**src/rtl/sobol_pkg.sv**
```systemverilog
// rtl/sobol_pkg.sv - shared types and constants for the Sobol fp16 sample collector
// Contents:
//   fp16_t            16-bit raw fp16 sample, passed through bit-exact
//   coll_state_e      collector FSM states IDLE, COLLECT, DONE
//   FP16_EXP_ONE      biased exponent of 1.0; any exponent at or above it is >= 1.0
//   fp16_out_of_unit  1 when a sample lies outside [0,1): negative sign or exponent >= FP16_EXP_ONE
package sobol_pkg;

  typedef logic [15:0] fp16_t;

  typedef enum logic [1:0] {
    IDLE    = 2'd0,
    COLLECT = 2'd1,
    DONE    = 2'd2
  } coll_state_e;

  localparam logic [4:0] FP16_EXP_ONE = 5'd15;

  function automatic logic fp16_out_of_unit(input fp16_t v);
    return v[15] || (v[14:10] >= FP16_EXP_ONE);
  endfunction

endpackage

```
**src/rtl/sobol_sync_fifo.sv**
```systemverilog
// rtl/sobol_sync_fifo.sv - first-word-fall-through synchronous FIFO for fp16 samples
// Parameters: DEPTH entries (power of two, >= 2)
// Ports:
//   clk, rst      clock, synchronous active-high reset (empties the FIFO)
//   push_i        write push_data_i; honoured when not full, or when full with a pop this cycle
//   push_data_i   sample to write
//   pop_i         consume the head entry; ignored when empty
//   pop_data_o    head entry, valid whenever empty_o=0, zero when empty
//   full_o        level_o == DEPTH
//   empty_o       level_o == 0
//   level_o       occupancy, 0..DEPTH
module sobol_sync_fifo
  import sobol_pkg::*;
#(
  parameter int DEPTH = 16
) (
  input  logic                   clk,
  input  logic                   rst,
  input  logic                   push_i,
  input  fp16_t                  push_data_i,
  input  logic                   pop_i,
  output fp16_t                  pop_data_o,
  output logic                   full_o,
  output logic                   empty_o,
  output logic [$clog2(DEPTH):0] level_o
);

  localparam int AW = $clog2(DEPTH);

  fp16_t         mem_q [DEPTH];
  logic [AW-1:0] wr_ptr_q, rd_ptr_q;
  logic [AW:0]   level_q;
  logic          do_push, do_pop;

  assign empty_o = (level_q == '0);
  assign full_o  = (level_q == (AW+1)'(DEPTH));
  assign do_pop  = pop_i && !empty_o;
  // When full, a same-cycle pop frees the slot the write lands in: wr_ptr == rd_ptr,
  // and the head is read combinationally before the edge overwrites it.
  assign do_push = push_i && (!full_o || do_pop);

  assign pop_data_o = empty_o ? '0 : mem_q[rd_ptr_q];
  assign level_o    = level_q;

  always_ff @(posedge clk) begin
    if (do_push) begin
      mem_q[wr_ptr_q] <= push_data_i;
    end
  end

  // Pointers are AW bits wide so they wrap modulo DEPTH on their own.
  always_ff @(posedge clk) begin
    if (rst) begin
      wr_ptr_q <= '0;
      rd_ptr_q <= '0;
      level_q  <= '0;
    end else begin
      if (do_push) wr_ptr_q <= wr_ptr_q + 1'b1;
      if (do_pop)  rd_ptr_q <= rd_ptr_q + 1'b1;
      case ({do_push, do_pop})
        2'b10:   level_q <= level_q + 1'b1;
        2'b01:   level_q <= level_q - 1'b1;
        default: level_q <= level_q;
      endcase
    end
  end

endmodule

```
**src/rtl/sobol_sample_collector.sv**
```systemverilog
// rtl/sobol_sample_collector.sv - captures a commanded number of generator samples into a FIFO
// Optional feature macro: SOBOL_RANGE_CHECK_EN (adds sticky range_err output)
// Parameters: DEPTH FIFO entries (power of two, >= 2), CNT_W command/counter width
// Ports:
//   clk, rst     clock, synchronous active-high reset
//   cmd_start    pulse: begin collecting cmd_count samples (IDLE only)
//   cmd_count    samples to collect, sampled with an accepted cmd_start
//   cmd_abort    pulse: end the collection now (COLLECT only)
//   in_valid     in_data carries a new free-running generator sample
//   in_data      fp16 sample
//   out_valid    FIFO non-empty
//   out_ready    consumer takes out_data when out_valid=1
//   out_data     FIFO head, fall-through
//   busy         collecting
//   done         one-cycle completion pulse (count reached, abort, or zero-count start)
//   drop_cnt     samples lost to a full FIFO in the current collection, saturating
//   level        FIFO occupancy
//   range_err    (SOBOL_RANGE_CHECK_EN only) a stored sample was outside [0,1)
module sobol_sample_collector
  import sobol_pkg::*;
#(
  parameter int DEPTH = 16,
  parameter int CNT_W = 16
) (
  input  logic                   clk,
  input  logic                   rst,
  input  logic                   cmd_start,
  input  logic [CNT_W-1:0]       cmd_count,
  input  logic                   cmd_abort,
  input  logic                   in_valid,
  input  logic [15:0]            in_data,
  output logic                   out_valid,
  input  logic                   out_ready,
  output logic [15:0]            out_data,
  output logic                   busy,
  output logic                   done,
  output logic [CNT_W-1:0]       drop_cnt,
  output logic [$clog2(DEPTH):0] level
`ifdef SOBOL_RANGE_CHECK_EN
  ,
  output logic                   range_err
`endif
);

  coll_state_e      state_q, state_d;
  logic [CNT_W-1:0] target_q, target_d;
  logic [CNT_W-1:0] collected_q, collected_d;
  logic [CNT_W-1:0] drop_q, drop_d;
  logic             zdone_q, zdone_d;
  logic             push, pop, fifo_full, fifo_empty;

  assign pop       = out_valid && out_ready;
  assign out_valid = !fifo_empty;
  assign busy      = (state_q == COLLECT);
  // A zero-count start never leaves IDLE, so its done pulse comes from a separate flag.
  assign done      = (state_q == DONE) || zdone_q;
  assign drop_cnt  = drop_q;

  sobol_sync_fifo #(.DEPTH(DEPTH)) u_fifo (
    .clk         (clk),
    .rst         (rst),
    .push_i      (push),
    .push_data_i (in_data),
    .pop_i       (pop),
    .pop_data_o  (out_data),
    .full_o      (fifo_full),
    .empty_o     (fifo_empty),
    .level_o     (level)
  );

  always_comb begin
    state_d     = state_q;
    target_d    = target_q;
    collected_d = collected_q;
    drop_d      = drop_q;
    zdone_d     = 1'b0;
    push        = 1'b0;
    case (state_q)
      IDLE: begin
        if (cmd_start) begin
          drop_d = '0;
          if (cmd_count != '0) begin
            state_d     = COLLECT;
            target_d    = cmd_count;
            collected_d = '0;
          end else begin
            zdone_d = 1'b1;
          end
        end
      end
      COLLECT: begin
        if (cmd_abort) begin
          state_d = DONE;
        end else if (in_valid) begin
          if (!fifo_full || pop) begin
            push        = 1'b1;
            collected_d = collected_q + 1'b1;
            if (collected_d == target_q) state_d = DONE;
          end else if (drop_q != '1) begin
            drop_d = drop_q + 1'b1;
          end
        end
      end
      DONE:    state_d = IDLE;
      default: state_d = IDLE;
    endcase
  end

  always_ff @(posedge clk) begin
    if (rst) begin
      state_q     <= IDLE;
      target_q    <= '0;
      collected_q <= '0;
      drop_q      <= '0;
      zdone_q     <= 1'b0;
    end else begin
      state_q     <= state_d;
      target_q    <= target_d;
      collected_q <= collected_d;
      drop_q      <= drop_d;
      zdone_q     <= zdone_d;
    end
  end

`ifdef SOBOL_RANGE_CHECK_EN
  logic range_err_q, range_err_d;

  // Out-of-range samples are still stored; the flag only records that one was seen.
  always_comb begin
    range_err_d = range_err_q;
    if (state_q == IDLE && cmd_start)          range_err_d = 1'b0;
    else if (push && fp16_out_of_unit(in_data)) range_err_d = 1'b1;
  end

  always_ff @(posedge clk) begin
    if (rst) range_err_q <= 1'b0;
    else     range_err_q <= range_err_d;
  end

  assign range_err = range_err_q;
`endif

endmodule
```
**config.mk**
```make
export PLATFORM = sky130hd
export DESIGN_NAME = sobol_sample_collector
export DESIGN_NICKNAME = d
export VERILOG_FILES = /design/src/rtl/sobol_pkg.sv /design/src/rtl/sobol_sync_fifo.sv /design/src/rtl/sobol_sample_collector.sv
export SDC_FILE = /design/constraint.sdc
export NUM_CORES = 1
export LEC_CHECK = 0
export ABC_AREA = 1
export BUFFER_PORTS_ARGS = -buffer_cell sky130_fd_sc_hd__clkbuf_2
export CAP_MARGIN = 20
export CORE_ASPECT_RATIO = 1.75
export CORE_MARGIN = 1
export CORE_UTILIZATION = 30
export CTS_CLUSTER_SIZE = 25
export DETAILED_ROUTE_END_ITERATION = 12
export MAX_ROUTING_LAYER = met4
export PLACE_DENSITY = 0.52
export RECOVER_POWER = 25
export SLEW_MARGIN = 20
export SYNTH_ARGS = -nofsm -noshare
export SYNTH_HDL_FRONTEND = slang
export SYNTH_SLANG_ARGS = --single-unit
```
**constraint.sdc**
```tcl
create_clock -name clk -period 4.4 [get_ports clk]
set_input_delay 1.32 -clock clk [delete_from_list [all_inputs] [get_ports clk]]
set_output_delay 1.32 -clock clk [all_outputs]
set_load 0.02 [all_outputs]
```
==> impl_metrics.json <==
{
  "status": "completed",
  "fin_ws_ns": 0.417,
  "hpwl_mm": 23.7,
  "tritoncts": "yes",
  "ys.flop_type": "edfxtp_1",
  "grt_pass1_wl_mm": 56.6,
  "fp.dieArea_um2": 46900,
  "clkTransAtPathRegs_ns": 0.06,
  "cts_root_buffer": "clkbuf_16",
  "synth_top_area_frac": 0.557,
  "wl_met3_mm": 1.44,
  "finalHoldViolCount": 0,
  "path_class": "reg -> out",
  "worstSkewPairLatency_ns": 0.58,
  "via_count": 9948,
  "synth_seq_cells": 324,
  "period_share": 0.905,
  "setup-violations-final": 0,
  "cts_max_level": 1,
  "netlist_instances": 1291,
  "routedWlPerCell_um": 18.4,
  "setup_tns_ns": 0,
  "crit_fanout": 45,
  "cts_buffer_depth": 3,
  "fp-row-count": 103,
  "viasPerCell": 5.04,
  "synth_warnings": 0,
  "ys_types": 40,
  "ys_seq_area_frac": 0.656,
  "synth.area.top_cells": "edfxtp_1, dfxtp_1, nor2_1",
  "dr.max_layer_used": "met4",
  "fillers": 4497,
  "drt_iter0_markers": 680,
  "mappedNetlistArea_um2": 13800,
  "initial_core_util": 0.305,
  "final-seq-area_um2": 9050,
  "wl_met2_mm": 19.5,
  "diodes": 0,
  "max_cap_violations": 0,
  "tightest_slew_ns": 0.965,
  "overflow": 0,
  "async_flop_share": 0,
  "core_um2": 45200,
  "p_leak_nw": 5.54,
  "relSlewSlack": 0.356,
  "first_pass_iters": 6,
  "drtAntennaViolNets": 0,
  "gp_congestion": 0.807,
  "min_path_type": "reg -> reg",
  "numCtsBuffers": 31,
  "portBuffers": 77,
  "peakVddDrop_v": 0.000735,
  "synthToLayoutAreaGrowth_pct": 15.9,
  "fmax_mhz": 251,
  "cts_resized": 0,
  "end_kind": "output pin",
  "clkSinkCount": 324,
  "power_density_nw_per_um2": 520,
  "synth.most_common_cell": "edfxtp_1",
  "arrival_ns": 2.66,
  "ctsHoldBuffers": 0,
  "p_comb_frac": 0.262,
  "p_sw_frac": 0.332,
  "io_pins": 78,
  "die_h_um": 286,
  "p_int_mw": 5.55,
  "min_period_ns": 3.98,
  "maxSlewViolCount": 0,
  "yosys.area.top_type": "edfxtp_1",
  "multi_input_area_um2": 4220,
  "clock_skew_ns": 0.0293,
  "pwr-share-clk": 0.316,
  "nNetsFinal": 1423,
  "grt_pass1_vias": 10010,
  "reg2reg_from": "u_fifo.level_o[1]",
  "postRouteWirelength_mm": 36.4,
  "grt_start_max_net_pins": 65,
  "rsz0062_at_grt": "false",
  "cp.required_ns": 3.08,
  "track_usage": 0.162,
  "crit_path_start_kind": "register",
  "preCtsSetupSlack_ns": 0.865,
  "drive_gt1_frac": 0.145,
  "seqPwrFrac": 0.422,
  "netlist_top_cells_count": "edfxtp_1, nor2_1, o21ai_0, nand2_1, nand3_1",
  "fp.dieW_um": 164,
  "power_switching_mw": 2.76,
  "synth_nets": 1340,
  "synth_edf_count": 256,
  "power_mw": 8.31,
  "avgSynthCellArea_um2": 10.7,
  "min-delay-start": "target_q[13]",
  "antenna_found_initial": 0,
  "post_cts_buffers": 0,
  "m1WireLength_mm": 14.4,
  "drc": 0
}
==> kinds of logic (layout without fill, tap and decap cells) <==
| family | after synthesis | count (layout) | share of synthesized area |
|---|---|---|---|
| xor+xnor | 7 | 7 | 0.00444 |
| flops | 324 | 324 | 0.656 |
| compound gates | 312 | 312 | 0.131 |
| simple gates | 492 | 492 | 0.158 |
| fa+ha+maj | 11 | 11 | 0.00998 |
| buf+inv | 145 | 249 | 0.0410 |
==> metrics by stage <==
stage	utilization	area (um2)	hold WS, ns	instances
3_5_place_dp	0.332	15000	0.460	1918
4_1_cts	0.354	16000	0.470	1972
2_1_floorplan	-	13800	0.444	1291
3_3_place_gp	0.332	15000	0.458	1918
5_1_grt	0.353	16000	0.496	1972
6_report	0.353	16000	0.467	1972
==> power by group through the flow <==
stage               clock (mW)  combinational, mW  sequential, mW
floorplan                    0               1.44            3.51
global placement             0               2.18            3.57
detailed placement           0               2.20            3.57
CTS                       2.70               2.21            3.51
global route              2.80               2.44            3.52
finish                    2.62               2.18            3.51
==> layer usage <==
layer	global-route usage	vias to the layer above
met4	0.0595	0
li1	-	4781
met1	0.176	4882
met5	-	-
met3	0.0168	67
met2	0.299	218
==> cells in the final DEF, fill, tap and decap left out, types with 16 or more instances in the layout <==
cell         n
a21oi_1     58
buf_4       31
clkbuf_1    19
clkbuf_16   31
clkbuf_2    66
dfxtp_1     66
edfxtp_1   256
inv_1       73
nand2_1    131
nand3_1     75
nor2_1     210
nor2_2      27
o21ai_0    168
o221ai_1    49
o22ai_1     16
==> critical path: stages (launching register included) <==
cell	delay, ns
dfxtp_4	0.66
buf_4	0.36
o21ai_0	0.14
o221ai_1	0.31
nand3_1	0.13
a21oi_1	0.26
clkbuf_2	0.21
==> path summary, 6_finish.rpt <==
path | to | slack, ns | depth (start not counted)
worst max-delay path | out_data[0] | 0.42 | 6
worst max register to register | u_fifo.level_o[4] | 1.72 | 16
worst min register to register | target_q[13] | 0.47 | 2
worst min-delay path | target_q[13] | 0.47 | 2
==> sequential cells by signal, indices dropped and copies added, names as in the netlist, named ones only <==
register / flops
zdone_q: 1
u_fifo.wr_ptr_q: 4
u_fifo.rd_ptr_q: 4
state_q: 2
drop_cnt: 16
u_fifo.level_o: 5
u_fifo.mem_q: 256
target_q: 16
collected_q: 16
==> layout make-up <==
cell class              count  share of cell area
inverters                  82              0.0195
clock buffers              41              0.0521
repair buffers            113              0.0441
well taps                 577              0.0452
flip-flops and latches    324               0.566
multi-input cells         822               0.264
clock inverters            13             0.00877
(Power assumes the default switching activity.)
